File: src/rtl/ic_pkg.sv
// Shared instruction-cache constants and line/tag types.
package ic_pkg;

    localparam int IC_LINE_BYTES  = 32;
    localparam int IC_TAG_W       = 6;
    localparam int IC_ARRAY_DEPTH = 8;
    localparam int IC_IDX_W       = 3;

    typedef logic [8*IC_LINE_BYTES-1:0] ic_line_t;
    typedef logic [IC_TAG_W-1:0]        ic_tag_t;

endpackage

File: src/rtl/tag_eq6.sv
// Equality comparator for instruction-cache tags.
import ic_pkg::*;

module tag_eq6 #(
    parameter int W = IC_TAG_W
) (
    input  logic [W-1:0] in1,
    input  logic [W-1:0] in2,
    output logic         eq_out
);

    assign eq_out = (in1 == in2);

endmodule

File: src/rtl/ic_line_array.sv
// Eight-entry I-cache line array: fill writes, combinational indexed read and tag compare.
// Optional same-cycle write-to-read forwarding under `IC_LINE_ARRAY_BYPASS_EN.
import ic_pkg::*;

module ic_line_array #(
    parameter int LINE_BYTES = IC_LINE_BYTES,
    parameter int TAG_W      = IC_TAG_W
) (
    input  logic                    clk,
    input  logic                    rst,
    input  logic [IC_IDX_W-1:0]     addr,
    input  logic                    oe_n,
    input  logic                    wr_en,
    input  logic [8*LINE_BYTES-1:0] wr_data,
    input  logic [TAG_W-1:0]        wr_tag,
    input  logic [TAG_W-1:0]        cmp_tag,
    output logic [8*LINE_BYTES-1:0] rd_data,
    output logic [TAG_W-1:0]        rd_tag,
    output logic                    rd_valid,
    output logic                    tag_eq,
    output logic                    hit
);

    logic [8*LINE_BYTES-1:0]   r_data [IC_ARRAY_DEPTH];
    logic [TAG_W-1:0]          r_tag  [IC_ARRAY_DEPTH];
    logic [IC_ARRAY_DEPTH-1:0] r_valid;

    logic [8*LINE_BYTES-1:0]   w_line;
    logic [TAG_W-1:0]          w_tag;
    logic                      w_valid;
    logic                      w_tag_eq;

    // Only valid bits are reset; a fill coinciding with reset is dropped.
    always_ff @(posedge clk) begin
        if (rst) begin
            r_valid <= '0;
        end else if (wr_en) begin
            r_data[addr]  <= wr_data;
            r_tag[addr]   <= wr_tag;
            r_valid[addr] <= 1'b1;
        end
    end

    always_comb begin
        w_line  = r_data[addr];
        w_tag   = r_tag[addr];
        w_valid = r_valid[addr];
`ifdef IC_LINE_ARRAY_BYPASS_EN
        // Read and write share addr, so any accepted fill targets the entry being read.
        if (wr_en && !rst) begin
            w_line  = wr_data;
            w_tag   = wr_tag;
            w_valid = 1'b1;
        end
`endif
    end

    tag_eq6 #(.W(TAG_W)) u_tag_eq (
        .in1    (w_tag),
        .in2    (cmp_tag),
        .eq_out (w_tag_eq)
    );

    assign rd_data  = oe_n ? '0 : w_line;
    assign rd_tag   = w_tag;
    assign rd_valid = w_valid;
    assign tag_eq   = w_tag_eq;
    assign hit      = w_tag_eq & w_valid;

endmodule

File: config.mk
export PLATFORM = sky130hd
export DESIGN_NAME = ic_line_array
export DESIGN_NICKNAME = d
export VERILOG_FILES = /design/src/rtl/ic_pkg.sv /design/src/rtl/tag_eq6.sv /design/src/rtl/ic_line_array.sv
export SDC_FILE = /design/constraint.sdc
export NUM_CORES = 2
export LEC_CHECK = 0
export CAP_MARGIN = 20
export CELL_PAD_IN_SITES_DETAIL_PLACEMENT = 1
export CELL_PAD_IN_SITES_GLOBAL_PLACEMENT = 2
export CORE_MARGIN = 5
export CORE_UTILIZATION = 48
export DETAILED_ROUTE_END_ITERATION = 10
export PLACE_DENSITY_LB_ADDON = 0.25
export SYNTH_ARGS = -nofsm -noshare
export SYNTH_HDL_FRONTEND = slang
export SYNTH_SLANG_ARGS = --single-unit
File: constraint.sdc
create_clock -name clk -period 29 [get_ports clk]
set_input_delay 2.9 -clock clk [delete_from_list [all_inputs] [get_ports clk]]
set_output_delay 2.9 -clock clk [all_outputs]
set_load 0.05 [all_outputs]
Word level (Yosys, flattened, before mapping)
Memory sizes are Yosys's and may differ from the RTL's.
Cells that the tools add are included.
{"block": "word_totals", "memories": 2, "output_inout_bits": 265, "inputBits": 275, "reg_bits": 8, "ramBits": 2096, "word_cells": 17}
{"memory": "r_data", "depth": 8, "width": 256, "read_ports": 1, "rd_ports_with_merged_regs": 0, "wr": 1, "line_no": "ic_line_array.sv:24", "rtl": "logic [8*LINE_BYTES-1:0] r_data [IC_ARRAY_DEPTH];"}
{"memory": "r_tag", "depth": 8, "width": 6, "read_ports": 1, "rd_ports_with_merged_regs": 0, "wr": 1, "line_no": "ic_line_array.sv:25", "rtl": "logic [TAG_W-1:0] r_tag [IC_ARRAY_DEPTH];"}
{"block": "classes", "bitwise": 2, "magnitude_cmp": 2, "mux": 8, "n_reduce_logical": 1, "eq_ne": 1}
{"cell": "two-way mux 256 bit", "n": 1}
{"cell": "OR 8 bit", "n": 1}
{"cell": "equality test 6 bit", "n": 1}
{"cell": "two-way mux 1 bit", "n": 5}
{"cell": "< comparator 3 x 4 -> 1 bit, second input constant", "n": 1}
{"cell": "binary-select mux 1 bit (select 3 bit)", "n": 1}
{"cell": "demux 1 bit (select 3 bit)", "n": 1}
{"cell": ">= comparator 3 x 1 -> 1 bit, second input constant", "n": 1}
{"cell": "AND 1 bit", "n": 1}
{"cell": "logical AND 1 bit", "n": 1}

Longest topological paths before layout
{"block": "logic_depth", "depth_word": 5, "mapped_depth": 8, "ltp_nobuf": 5}

By module
Synthesis repeated with hierarchy kept, for this count alone.
{"block": "unflattened", "hier_cells": 4496, "area_unflattened_um2": 80907.6}
{"module": "ic_line_array", "seq_area_each_um2": 63100.5, "instances": 1, "area_per_inst_um2": 80838.8, "cells_each": 4488}
{"module": "tag_eq6", "seq_area_each_um2": 0.0, "instances": 1, "area_per_inst_um2": 68.8, "cells_each": 8}

Worst setup path after synthesis
Ideal clock, no wire load.
{"block": "synth_timing", "kind": "in2reg", "startpoint": "input port addr[0]", "endpoint": "memory r_data[2][0] in the netlist's numbering, enable pin", "setup_ps": 891, "path_slack_ps": 13526, "t_arrival_ps": 14583, "n_path_buf": 3, "t_required_ps": 28109, "cell_stages": 5, "path_cell_list": "buf_4 > buf_4 > buf_2 > or2_2 > nor2_1"}
{"element": "start, declared", "line_no": "ic_line_array.sv:11", "rtl": "input logic [IC_IDX_W-1:0] addr,"}
{"element": "end, declared", "line_no": "ic_line_array.sv:24"}
Straight into the memory's write port.

Final worst setup path
{"block": "layout_timing", "startpoint": "input port addr[0]", "endpoint": "output port rd_data[29]"}
{"block": "layout_between", "elab_chain_cells": 2}
{"element": "memory (8 x 256 bit)"}
{"element": "two-way mux 256 bit", "line_no": "ic_line_array.sv:64", "rtl": "assign rd_data = oe_n ? '0 : w_line;"}
{"element": "end, declared", "line_no": "ic_line_array.sv:17", "rtl": "output logic [8*LINE_BYTES-1:0] rd_data,"}
Every way passes these cells.

==> results.md <==
- Top cells by area, synth: edfxtp_1 (84%), a22oi_1 (10%), a41oi_1 (3.0%)
- Port bufs: around 540
- Final core utilization: between 50 and 60%
- Slew Limit Headroom: 23.41%
- Core area: about 160000 um2
- Worst Skew: 0 ps
- Finish-stage setup viols: 0
- CTS tree: done
- Largest net degree at the start of global routing: about 150
- Starting density of the core: ~48%
- Setup tns final: 0 ps
- Avg Inst Size Synth: between 15 and 20 um2
- Layout cells sized above 1: under 10%
- Critical path arrival: around 8100 ps
- Final hold violations: 0
- Routed wire length: 211700 um
- Clock sink count: 2104
- Finished Layout Cells: between 6k and 7k
- Fin nets: 4605
- EDFF count, synth: ~2.1k
- GPL Wtd Cong: approximately 0.72
- Ys Warns: 0
- Via count: 41.68k
- Worst EP required: about 26000 ps
- Die W: 405.2 um
- Hpwl dp: ~110000 um
- Pwr dens: 71.58 nW/um2
- Final Cycle Share: 38.03%
- Syn_nets: 4040
- Synthesized instance count: 3765
- Critical path type: input port to primary output
- Worst skew pair latency: around 800 ps
- Critical Path Fanout Max: between 50 and 60
- Multi-input gate area: between 10000 and 15000 um2
- Die Area: approximately 160000 um2
- Root Buffer: clkbuf_16
- Placed Cells: a little over 6k
- GRT overflow: 0
- CTS H-tree lvls: 4
- Max Clk Rate: a little over 90 MHz
- Crit start category: input port
- Detailed Route Iter0 Violations: roughly 3.8k
- Count leader, synth: edfxtp_1
- Hold WC Path Type: flip-flop to flip-flop
- Synthesis-to-layout area growth: 18.92%
- Post-synth ARST share: 0%
- Tightest Pin Transition: 1149 ps
- Yosys top cell area share: 83.96%
- Antenna violations before repair: 50
- WL per Instance: about 32 um
- Lkg Pwr: between 0.02 and 0.03 uW
- # resized after CTS: 0
- CP Capture Type: primary output
- DR pass1 iterations: 6
- Netlist cell types: 40
- Outcome: completed
- Clock slew at reported path FFs: around 60 ps
- Filler cell count: ~14k
- Unrepaired setup endpoints after global routing: no
- Hold Buf Count CTS: 0
- Register Area: between 60000 and 70000 um2
- Area leader, netlist: edfxtp_1
- Via/cell ratio: 6.323
- Residual DRC count: 0
- Max-cap violations: 0
- Vias in the first global route: around 44k
- Total track usage: 25.34%
- Die height: approximately 410 um
- Post-route minimum period: roughly 11000 ps
- VDD IR max: roughly 55 uV
- I/O pins: 540
- Most frequent cells after synthesis: edfxtp_1 (2096), a22oi_1 (1026), a41oi_1 (256), clkbuf_1 (120), buf_2 (114)
- Yosys reg bits: approximately 2.1k
- Synth Cell Area: about 75000 um2
- Slew Viols, Final: 0
- Hold_ws: 478.6 ps
- Inserted Clock Buffers: 209
- Post-route ant nets: 0
- Global-route wire length before repair: about 300000 um
- Longest Clk Path Bufs: 3
- Top_reg_cell synth: edfxtp_1
- Seq/Total Area, Yosys: 84.18%
- Std-Cell Rows: 145
- Setup bufs post-CTS: 0
## path summary, 6_finish.rpt
kind,start,endpoint,slack (ps),cells after the start
hold / removal,r_valid[7],r_valid[7],480,2
setup reg to reg,r_valid[6],r_valid[6],28370,2
setup / recovery,addr[0],rd_data[29],17970,9
hold reg to reg,r_valid[7],r_valid[7],480,2
## sequential cells by signal (all words and copies together) (netlist names)
name / count
r_tag: 48
r_valid: 8
r_data: 2048
## power by group
| group | internal, uW | switching [uW] |
|---|---|---|
| Clock | 1420 | 1120 |
| Sequential | 3410 | 16.0 |
| Combinational | 128 | 294 |
| Total | 4950 | 1430 |
## per-layer routing
| layer | GRT usage [%] | wire length (um) |
|---|---|---|
| met1 | 34.68 | 86090 |
| met2 | 41.05 | 102300 |
| met3 | 6.231 | 18230 |
| met4 | 6.871 | 4820 |
| met5 | 0 | 195 |
## per-stage QoR
step                      total power, uW  cell area [um2]  setup WS [ps]
final                                6381            89140          17970
after global routing                 6598            89080          17800
after CTS                            6431            89010          17650
after detailed placement             3911            82600          17660
after global placement               3900            82600          17600
after floorplan                      3715            74960          13530
## placed cells by master, fill, tap and decap left out, drive strengths merged, types with 9 or more instances in the layout
| cell type | netlist | final |
|---|---|---|
| edfxtp | 2096 | 2096 |
| a22oi | 1026 | 1026 |
| clkdlybuf4s50 | 0 | 538 |
| clkbuf | 120 | 276 |
| a41oi | 256 | 256 |
| clkinv | 1 | 93 |
| buf | 144 | 80 |
| diode | 0 | 34 |
| mux2i | 22 | 22 |
| nor2 | 15 | 15 |
| inv | 9 | 14 |
| o22ai | 13 | 13 |
| nand2 | 9 | 9 |
## cells by family after synthesis
| logic type | share of synthesized area [%] |
|---|---|
| buf+inv | 1.582 |
| simple gates | 0.3839 |
| xor+xnor | 0.02337 |
| flops | 84.18 |
| compound gates | 13.49 |
| mux | 0.3388 |
## cell type report
type / count / share of cell area [%]
repair buffers: 618 / 6.900
inverters: 10 / 0.04211
diodes: 34 / 0.09544
clock buffers: 276 / 6.277
clock inverters: 105 / 0.9137
well taps: 2058 / 2.889
flip-flops and latches: 2104 / 70.78
multi-input cells: 1387 / 12.10
## critical path, stage by stage
cell and delay (ps):
clkdlybuf4s50_1 400, buf_4 270, nor3_2 220, buf_4 800, buf_4 750, buf_4 890
a22oi_1 210, a41oi_1 640, clkdlybuf4s50_1 940
No activity file was read; power rests on OpenSTA's default activity.
